## src/rtl/csr_access_unit.sv

```systemverilog
// csr_access_unit
//   Execute-stage initiator for Zicsr instructions (CSRRW/RS/RC and the
//   immediate forms). Accepts one decoded instruction, performs a fixed
//   READ -> WRITE -> RESP sequence on the CSR file port, and returns the old
//   CSR value (or an illegal-instruction exception) on a valid/ready response.
//
// Ports
//   clock, reset        : rising-edge clock, asynchronous active-high reset
//   req_*               : decoded CSR instruction, valid/ready handshake
//   priv_mode           : current privilege level (00 U, 01 S, 11 M)
//   csr_*               : CSR file read/write port (combinational read data)
//   resp_*              : result for rd / exception, valid/ready handshake
module csr_access_unit #(
  parameter int XLEN       = 32,
  parameter int CSR_ADDR_W = 12
) (
  input  logic                  clock,
  input  logic                  reset,
  input  logic                  req_valid,
  output logic                  req_ready,
  input  logic [2:0]            req_funct3,
  input  logic [CSR_ADDR_W-1:0] req_addr,
  input  logic [4:0]            req_rs1_idx,
  input  logic [XLEN-1:0]       req_rs1_value,
  input  logic [4:0]            req_rd_idx,
  input  logic [1:0]            priv_mode,
  output logic                  csr_read_enable,
  output logic                  csr_write_enable,
  output logic [CSR_ADDR_W-1:0] csr_addr,
  output logic [XLEN-1:0]       csr_write_data,
  input  logic [XLEN-1:0]       csr_read_value,
  input  logic                  csr_illegal,
  output logic                  resp_valid,
  input  logic                  resp_ready,
  output logic                  resp_rd_write,
  output logic [4:0]            resp_rd_idx,
  output logic [XLEN-1:0]       resp_rd_value,
  output logic                  resp_exception
);

  typedef enum logic [1:0] {IDLE, READ, WRITE, RESP} state_t;

  localparam logic [1:0] OP_RW = 2'b01;
  localparam logic [1:0] OP_RS = 2'b10;
  localparam logic [1:0] OP_RC = 2'b11;

  state_t                  state, state_next;
  logic [1:0]              op_q;
  logic [CSR_ADDR_W-1:0]   addr_q;
  logic [4:0]              rd_q;
  logic [XLEN-1:0]         src_q;
  logic [XLEN-1:0]         old_q;
  logic                    wr_req_q;
  logic                    exc_q;

  logic                    accept;
  logic                    wr_req_in;
  logic                    exc_in;
  logic                    rd_issue;
  logic                    wr_issue;
  logic [XLEN-1:0]         wdata;

  assign accept = req_valid && (state == IDLE);

  // Write requirement keys off the rs1 index / uimm field, not the value.
  assign wr_req_in = (req_funct3[1:0] == OP_RW) || (req_rs1_idx != 5'd0);

  // Decode-time exception sources; csr_illegal is folded in later.
  assign exc_in = (req_funct3[1:0] == 2'b00) ||
                  (req_addr[9:8] > priv_mode) ||
                  ((req_addr[11:10] == 2'b11) && wr_req_in);

  assign rd_issue = (state == READ) && !((op_q == OP_RW) && (rd_q == 5'd0));
  assign wr_issue = (state == WRITE) && wr_req_q && !exc_q;

  always_comb begin
    wdata = '0;
    case (op_q)
      OP_RW:   wdata = src_q;
      OP_RS:   wdata = old_q | src_q;
      OP_RC:   wdata = old_q & ~src_q;
      default: wdata = '0;
    endcase
  end

  always_ff @(posedge clock or posedge reset) begin
    if (reset) begin
      state    <= IDLE;
      op_q     <= '0;
      addr_q   <= '0;
      rd_q     <= '0;
      src_q    <= '0;
      old_q    <= '0;
      wr_req_q <= 1'b0;
      exc_q    <= 1'b0;
    end else begin
      state <= state_next;
      case (state)
        IDLE: begin
          if (accept) begin
            op_q     <= req_funct3[1:0];
            addr_q   <= req_addr;
            rd_q     <= req_rd_idx;
            src_q    <= req_funct3[2] ? XLEN'(req_rs1_idx) : req_rs1_value;
            wr_req_q <= wr_req_in;
            exc_q    <= exc_in;
          end
        end
        READ: begin
          if (rd_issue) begin
            old_q <= csr_read_value;
            if (csr_illegal) exc_q <= 1'b1;
          end else begin
            old_q <= '0;
          end
        end
        WRITE: begin
          if (wr_issue && csr_illegal) exc_q <= 1'b1;
        end
        default: ;
      endcase
    end
  end

  always_comb begin
    state_next       = state;
    req_ready        = 1'b0;
    csr_read_enable  = 1'b0;
    csr_write_enable = 1'b0;
    csr_addr         = '0;
    csr_write_data   = '0;
    resp_valid       = 1'b0;
    resp_rd_write    = 1'b0;
    resp_rd_idx      = '0;
    resp_rd_value    = '0;
    resp_exception   = 1'b0;
    case (state)
      IDLE: begin
        req_ready = 1'b1;
        if (req_valid) state_next = READ;
      end
      READ: begin
        csr_addr        = addr_q;
        csr_read_enable = rd_issue;
        state_next      = WRITE;
      end
      WRITE: begin
        if (wr_issue) begin
          csr_write_enable = 1'b1;
          csr_addr         = addr_q;
          csr_write_data   = wdata;
        end
        state_next = RESP;
      end
      RESP: begin
        resp_valid     = 1'b1;
        resp_rd_idx    = rd_q;
        resp_exception = exc_q;
        resp_rd_write  = !exc_q && (rd_q != 5'd0);
        resp_rd_value  = exc_q ? '0 : old_q;
        if (resp_ready) state_next = IDLE;
      end
      default: state_next = IDLE;
    endcase
  end

endmodule

```

## config.mk

```make
export PLATFORM = sky130hd
export DESIGN_NAME = csr_access_unit
export DESIGN_NICKNAME = d
export VERILOG_FILES = /design/src/rtl/csr_access_unit.sv
export SDC_FILE = /design/constraint.sdc
export NUM_CORES = 1
export LEC_CHECK = 0
export CELL_PAD_IN_SITES_DETAIL_PLACEMENT = 1
export CELL_PAD_IN_SITES_GLOBAL_PLACEMENT = 1
export CORE_MARGIN = 8
export CORE_UTILIZATION = 36
export CTS_BUF_LIST = sky130_fd_sc_hd__clkbuf_8
export DETAILED_ROUTE_END_ITERATION = 12
export GPL_ROUTABILITY_DRIVEN = 0
export PLACE_DENSITY_LB_ADDON = 0.1
export SYNTH_ARGS = -nofsm -noshare
export SYNTH_HDL_FRONTEND = slang
export SYNTH_SLANG_ARGS = --single-unit
```

## constraint.sdc

```tcl
create_clock -name clock -period 6.13 [get_ports clock]
set_clock_uncertainty 0.1 [all_clocks]
set_input_delay 0.613 -clock clock [delete_from_list [all_inputs] [get_ports clock]]
set_output_delay 0.613 -clock clock [all_outputs]
set_load 0.1 [all_outputs]
```

* Word level (Yosys, flattened, before mapping) *
Index checks and enable logic that the tools add are counted.

word-level totals
  flip-flop bits (word level) = 87
  logic and storage cells = 73
  input port bits = 96
  output and inout port bits = 87

operators by class
  eq/ne operators = 14
  reductions and logical operators = 22
  magnitude comparators = 1
  bitwise logic cells = 3
  muxes and demuxes = 25

operators by type and width
  kind                                                                    number
  32-bit 2-to-1 mux                                                       6
  32-bit case mux with 3 select lines                                     1
  32-bit bitwise AND                                                      1
  32-bit inverter                                                         1
  32-bit OR                                                               1
  12-bit case mux with 2 select lines                                     1
  12-bit 2-to-1 mux                                                       1
  1-bit 2-to-1 mux                                                        11
  2-bit equality test (second input constant)                             5
  2-bit != test (second input constant)                                   5
  5-bit nonzero test                                                      2
  1-bit logical AND                                                       8
  2-bit case mux with 4 select lines                                      1
  2-bit by 1-bit equality test with 1-bit output (second input constant)  3
  5-bit zero test                                                         1
  5-bit 2-to-1 mux                                                        1
  5-bit AND reduction                                                     1
  2-bit zero test                                                         2
  2-bit 2-to-1 mux                                                        2
  2-bit AND reduction                                                     2
  1-bit logical OR                                                        3
  1-bit case mux with 3 select lines                                      1
  3-bit nonzero test                                                      1
  2-bit > comparator                                                      1
  other kinds (2)                                                         3

* Logic depth before layout (Yosys ltp) *
Gate-level depths: netlist of the first run.

  depth in word-level cells = 6
  gate-level depth with buffers = 7
  depth with buffers taken out = 6

* Least setup slack after synthesis of the first run *
No wires, ideal clock.

  path kind = reg2out
  start = register state[0]
  end = output port csr_write_data[31]
  path buffers = 0
  path slack = 2.387 ns
  data required time = 5.417 ns
  cell stages (with the launch flop) = 5
  data arrival time = 3.030 ns
  path through = dfrtp_1 > inv_1 > ha_1 > nand2_1 > a211oi_1

between the ends
  longest elaborated chain between the ends = 5

ends and longest elaborated chain
  what                             RTL line  RTL
  start: declaration               47        state_t state, state_next;
  start signal: assignment         97        state <= state_next;
  2-bit equality test *            74, 137
  1-bit logical AND (2 in series)  74        assign wr_issue = (state == WRITE) && wr_req_q && !exc_q;
  32-bit 2-to-1 mux                148       if (wr_issue) begin
  32-bit 2-to-1 mux *              137       case (state)
  end: declaration                 30        output logic [XLEN-1:0] csr_write_data,

Every way passes the cells marked *; elsewhere a longest branch is shown, timed or not.

* Worst setup path in the final report of the first run *
  start = register op_q[1]
  end = output port csr_read_enable

between the ends
  longest elaborated chain between the ends = 5

ends and longest elaborated chain
  what                                            RTL line  RTL
  start: declaration                              48        logic [1:0] op_q;
  start signal: assignment                        101       op_q <= req_funct3[1:0];
  2-bit by 1-bit equality test with 1-bit output  73        assign rd_issue = (state == READ) && !((op_q == OP_RW) && (rd_q == 5'd0));
  1-bit logical AND                               73
  1-bit zero test                                 73
  1-bit logical AND                               73
  1-bit 2-to-1 mux                                137
  end: declaration                                27        output logic csr_read_enable,

Every way passes these cells.

==> flow_metrics.tcl, run 1 <==
set metrics [dict create \
    nets 802 \
    postCtsHoldBufs 0 \
    ys_ff_latch 87 \
    die_area_sq_um 17500 \
    synth_area_per_cell_sq_um 9.00 \
    start_util 0.368 \
    post_cts_buffers 0 \
    worst_slew_pin_slew_ps 1260 \
    fmax_mhz 210 \
    end_kind "primary output" \
    clk_pin_slew_worst_paths_ps 80 \
    timing.final.crit_share 0.777 \
    slew_violations 0 \
    area_growth_pct 44.3 \
    layout_common_cells "182 x clkdlybuf4s50_1, 85 x dfrtp_1, 60 x nand2_1" \
    cts_tree "yes" \
    drcViolationCount 0 \
    wire_per_inst_um 18.2 \
    num_rows 42 \
    cap_violations 0 \
    drive_gt1_frac 0.0652 \
    setup_tns_ps 0 \
    wirelength_um 16000 \
    max-vdd-ir-drop_mv 0.291 \
    cts_resized 0 \
    crit_type "register to primary output" \
    seq_area_frac_synth 0.447 \
    startpoint_type "register" \
    cts_made_buffers 9 \
    grt_max_degree 58 \
    vias 4382 \
    cts_max_level 3 \
    synth_cell_types 31 \
    syn_inst 541 \
    setup_ws_ps 1370 \
    grt-ovfl-total 0 \
    first_iter_violations 133 \
    netlist_area_sq_um 4870 \
    hold_class "register to register" \
    port_buffers 182 \
    yosys_warnings 0 \
    powerDensity_nw_per_um2 487 \
    crit_fanout 57 \
    die_h_um 132 \
    finalPower_mw 3.42 \
    finalHoldViolations 0 \
    layout_commonest_cell "clkdlybuf4s50_1" \
    outcome "complete, no violations" \
    grt_pass1_vias 4890 \
    io-pin-count 183 \
    core_area_sq_um 13200 \
    ant_nets 0 \
    synth_nets 643 \
    dp_hpwl_um 11600 \
    n_antenna_cell 0 \
    relSlewSlack 0.159 \
    yosys-top-cells-area "dfrtp_1 45%, mux2i_1 7.6%, and2_1 6.4%, a22o_1 5.8%, nand2_1 4.7%" \
    synth_top_cell_area_share 0.447 \
    cp_data_required_time_ps 5420 \
    rsz0062_at_grt "false" \
    die_x_um 132 \
    vias_per_cell 4.97 \
    crit_arrival_ps 4050 \
    setup_violations 0 \
    antenna_found_initial 1 \
    p_leak_nw 2.97 \
    post-place-ws_ps 1740 \
    dr.pass1.iters 4 \
    cp_slowest_cell "clkdlybuf4s50_1" \
    cp_slowest_stage_delay_ps 1300 \
    cts_sinks 87 \
    track_usage 0.183 \
    clk_path_buf_depth 2 \
    path_cells "nor2b_1 > a21oi_4 > clkdlybuf4s50_1" \
    yosys.area.top_type "dfrtp_1" \
    grt_pass1_wl_um 25900 \
    period_needed_ps 4760 \
    holdWs_ps 401 \
    clock_latency_ps 370 \
    fillers 1529 \
    clockRootBuffer "clkbuf_8" \
]
sequential cells by signal, indices dropped and copies added (netlist names):
register	flops
rd_q	5
old_q	32
op_q	2
exc_q	1
src_q	32
wr_req_q	1
addr_q	12
state	2
power by group:
group	internal [mW]	total, mW	leakage (nW)	switching, mW
Clock	0.269	0.481	0.124	0.212
Combinational	0.648	1.75	1.76	1.10
Sequential	0.851	1.19	1.08	0.336
critical path: cells and delay by family, from the launching register on:
family | cells | cell delay [ps]
buffers and inverters | 1 | 1300
flip-flops | 1 | 1010
AO/OA/AOI/OAI | 1 | 930
AND/OR/NAND/NOR | 1 | 430
per-layer routing:
| metal | wire length (um) | global-route usage | vias to the layer above |
|---|---|---|---|
| met5 | 10 | 0 | - |
| met2 | 8060 | 0.325 | 108 |
| met1 | 6880 | 0.208 | 2161 |
| met3 | 840 | 0.0545 | 17 |
| met4 | 207 | 0.0517 | 2 |
| li1 | - | - | 2094 |
worst paths after layout:
path	startpoint	endpoint	slack, ps	cells past startpoint
worst max-delay path	op_q[1]	csr_read_enable	1370	3
worst min-delay path	wr_req_q	wr_req_q	400	2
worst max register to register	op_q[1]	old_q[1]	3330	3
worst min register to register	wr_req_q	wr_req_q	400	2
max in group asynchronous	reset	op_q[1]	4210	3
min in group asynchronous	reset	old_q[9]	540	2
synth_stat cells (all sizes together):
cell     count
nand2b      27
nor2        57
a22o        32
dfrtp       87
a22oi        9
a21oi       25
a211oi       1
mux2i       37
inv         39
a21boi       1
o32a         1
and2        50
o21ai       36
nor3         1
clkbuf      24
nand2       61
o211ai       1
clkinv       1
buf         14
xnor2        1
a311oi       1
ha           6
mux2        19
or4          2
o2bb2ai      1
nor2b        7
metrics by stage:
stage	utilization	std cells	instance area [sq um]
floorplan	-	541	4870
global placement	0.513	865	6790
detailed placement	0.513	865	6790
CTS	0.531	881	7030
global route	0.531	881	7030
finish	0.531	881	7030
area by class of cell:
| type | count | area, sq um | share of cell area |
|---|---|---|---|
| well taps | 176 | 220 | 0.0313 |
| clock buffers | 9 | 124 | 0.0176 |
| multi-input cells | 376 | 2390 | 0.340 |
| flip-flops and latches | 87 | 2180 | 0.310 |
| inverters | 40 | 151 | 0.0215 |
| repair buffers | 186 | 1850 | 0.264 |
| clock inverters | 7 | 113 | 0.0160 |
kinds of logic after synthesis:
group	after synthesis	synth area share
XOR/XNOR	1	0.00180
multiplexers	56	0.120
buffers and inverters	78	0.0650
flip-flops	87	0.447
adder cells (fa/ha/maj)	6	0.0154
AO/OA/AOI/OAI	108	0.145
AND/OR/NAND/NOR	205	0.205
No activity file was read; power rests on OpenSTA's default activity.
==> run 2, diff against run 1 <==
--- a/config.mk
+++ b/config.mk
@@ -8,7 +8,7 @@
 export CELL_PAD_IN_SITES_DETAIL_PLACEMENT = 1
 export CELL_PAD_IN_SITES_GLOBAL_PLACEMENT = 1
 export CORE_MARGIN = 8
-export CORE_UTILIZATION = 36
+export CORE_UTILIZATION = 30
 export CTS_BUF_LIST = sky130_fd_sc_hd__clkbuf_8
 export DETAILED_ROUTE_END_ITERATION = 12
 export GPL_ROUTABILITY_DRIVEN = 0
==> constraint.sdc (replaced) <==
create_clock -name clock -period 4 [get_ports clock]
set_clock_uncertainty 0.1 [all_clocks]
set_input_delay 0.4 -clock clock [delete_from_list [all_inputs] [get_ports clock]]
set_output_delay 0.4 -clock clock [all_outputs]
set_load 0.1 [all_outputs]
==> run 2 against run 1 <==
Effect of this change:
- clock-buffer cell count up 1
- utilization down 8.5 points
- combinational power up 72%
- cell area up 0.68%
- largest power group unchanged
==> flow_metrics.tcl, run 2 (synthesis gave the netlist of run 1 again) <==
set metrics [dict create \
    outcome "complete, no violations" \
    num_rows 46 \
    cp_data_required_time_ps 3500 \
    layout_commonest_cell "clkdlybuf4s50_1" \
    n_antenna_cell 0 \
    p_int_mw 2.78 \
    swShare 0.481 \
    layout_common_cells "103 x clkdlybuf4s50_1, 85 x dfrtp_1, 75 x buf_4" \
    path_delay_family "buffers and inverters" \
    holdWs_ps 343 \
    top_regs "old_q (32), src_q (32), addr_q (12)" \
    core_area_sq_um 15900 \
    met2_length_um 8240 \
    design_area_sq_um 7070 \
    io-pin-count 183 \
    cts_max_level 3 \
    grt_pass1_wl_um 26400 \
    setup_tns_ps 0 \
    first_iter_violations 186 \
    cts_tree "yes" \
    area_growth_pct 45.3 \
    ant_nets 0 \
    crit_fanout 19 \
    clock_latency_ps 370 \
    finalHoldViolations 0 \
    seqPwrFrac 0.307 \
    clockRootBuffer "clkbuf_8" \
    relSlewSlack 0.251 \
    dp_hpwl_um 12400 \
    drive_gt1_frac 0.183 \
    cp_slowest_cell "nand2_1" \
    startpoint_type "register" \
    die_x_um 143 \
    clockPowerShare 0.130 \
    max-vdd-ir-drop_mv 0.505 \
    crit_arrival_ps 2580 \
    timing.final.crit_share 0.770 \
    wl_met1_um 7240 \
    grt_pass1_vias 4831 \
    met3_length_um 1090 \
    powerDensity_nw_per_um2 756 \
    wirelength_um 16800 \
    setup_violations 0 \
    slew_violations 0 \
    fillers 1875 \
    cts_sinks 87 \
    placed_cells 911 \
    cts_resized 0 \
    post_cts_buffers 0 \
    hold_class "input port to asynchronous set/reset pin" \
    cts_made_buffers 9 \
    track_usage 0.166 \
    p_sw_mw 2.57 \
    worst_slew_pin_slew_ps 1120 \
    clk_pin_slew_worst_paths_ps 90 \
    p_leak_nw 3.19 \
    vias 4382 \
    antenna_found_initial 1 \
    drcViolationCount 0 \
    cap_violations 0 \
    placed_cell_area_sq_um 6860 \
    crit_buf_inv 3 \
    fin_cells 926 \
    grt_max_degree 58 \
    nets 808 \
    rsz0062_at_grt "false" \
    wire_per_inst_um 18.1 \
    dr.pass1.iters 4 \
    start_util 0.306 \
    crit_top_cell "buf_4" \
    end_kind "primary output" \
    crit_type "register to primary output" \
    port_buffers 182 \
    vias_per_cell 4.73 \
    die_area_sq_um 20600 \
    fmax_mhz 325 \
    top_layer "met5" \
    p_comb_frac 0.563 \
    cp_slowest_stage_delay_ps 460 \
    die_h_um 143 \
    clk_path_buf_depth 2 \
    postCtsHoldBufs 0 \
    grt-ovfl-total 0 \
    path_cells "inv_1 > ha_1 > nand2_1 > buf_4 > a211oi_1 > buf_4" \
    period_needed_ps 3080 \
]
-- run 2: cell types whose count changed in the layout (fill, tap and decap cells not counted) --
cell	before	now
buf_4	4	75
clkbuf_8	9	10
clkinv_4	1	0
clkdlybuf4s50_1	182	103
bufinv_16	3	2
buf_12	0	14
-- run 2: path summary, 6_finish.rpt --
path | startpoint | to | slack (ps) | cells past startpoint
worst max-delay path | state[0] | csr_write_data[31] | 920 | 6
worst min-delay path | reset | old_q[5] | 340 | 2
worst max register to register | state[1] | old_q[13] | 1480 | 6
worst min register to register | wr_req_q | wr_req_q | 390 | 2
max in group asynchronous | reset | src_q[12] | 2710 | 3
min in group clock | wr_req_q | wr_req_q | 390 | 2
-- run 2: per-stage QoR --
step	total power, mW	utilization	worst slack, ps
2_1_floorplan	3.82	-	470
3_3_place_gp	4.61	0.432	1350
3_5_place_dp	4.71	0.432	1280
4_1_cts	5.43	0.445	845
5_1_grt	5.72	0.445	690
6_report	5.35	0.445	920
-- run 2: per-layer routing --
metal  vias up  GRT usage
met3        14     0.0484
met2       110      0.278
li1       2112          -
met1      2144      0.200
met4         2     0.0548
met5         -          0
-- run 2: power groups by stage --
stage                     Combinational, mW  Clock, mW  Sequential [mW]
after floorplan                        2.27          0             1.56
after global placement                 2.96          0             1.65
after detailed placement               3.04          0             1.67
after CTS                              3.06      0.722             1.65
after global routing                   3.25      0.758             1.72
final                                  3.01      0.697             1.64
-- run 2: final cells by class --
cell class | count | area [sq um] | share of cell area
clock buffer | 10 | 138 | 0.0195
clock inverter | 5 | 73.8 | 0.0104
inverter | 40 | 151 | 0.0214
multi-input combinational | 376 | 2390 | 0.337
sequential | 87 | 2180 | 0.308
tap | 216 | 270 | 0.0382
timing repair buffer | 192 | 1870 | 0.265
-- run 2: worst register-to-register path: stages (launching register included) --
cell,delay [ps]
dfrtp_1,410
inv_1,100
ha_1,220
clkinv_1,460
a21oi_4,650
buf_4,360
a22o_1,170
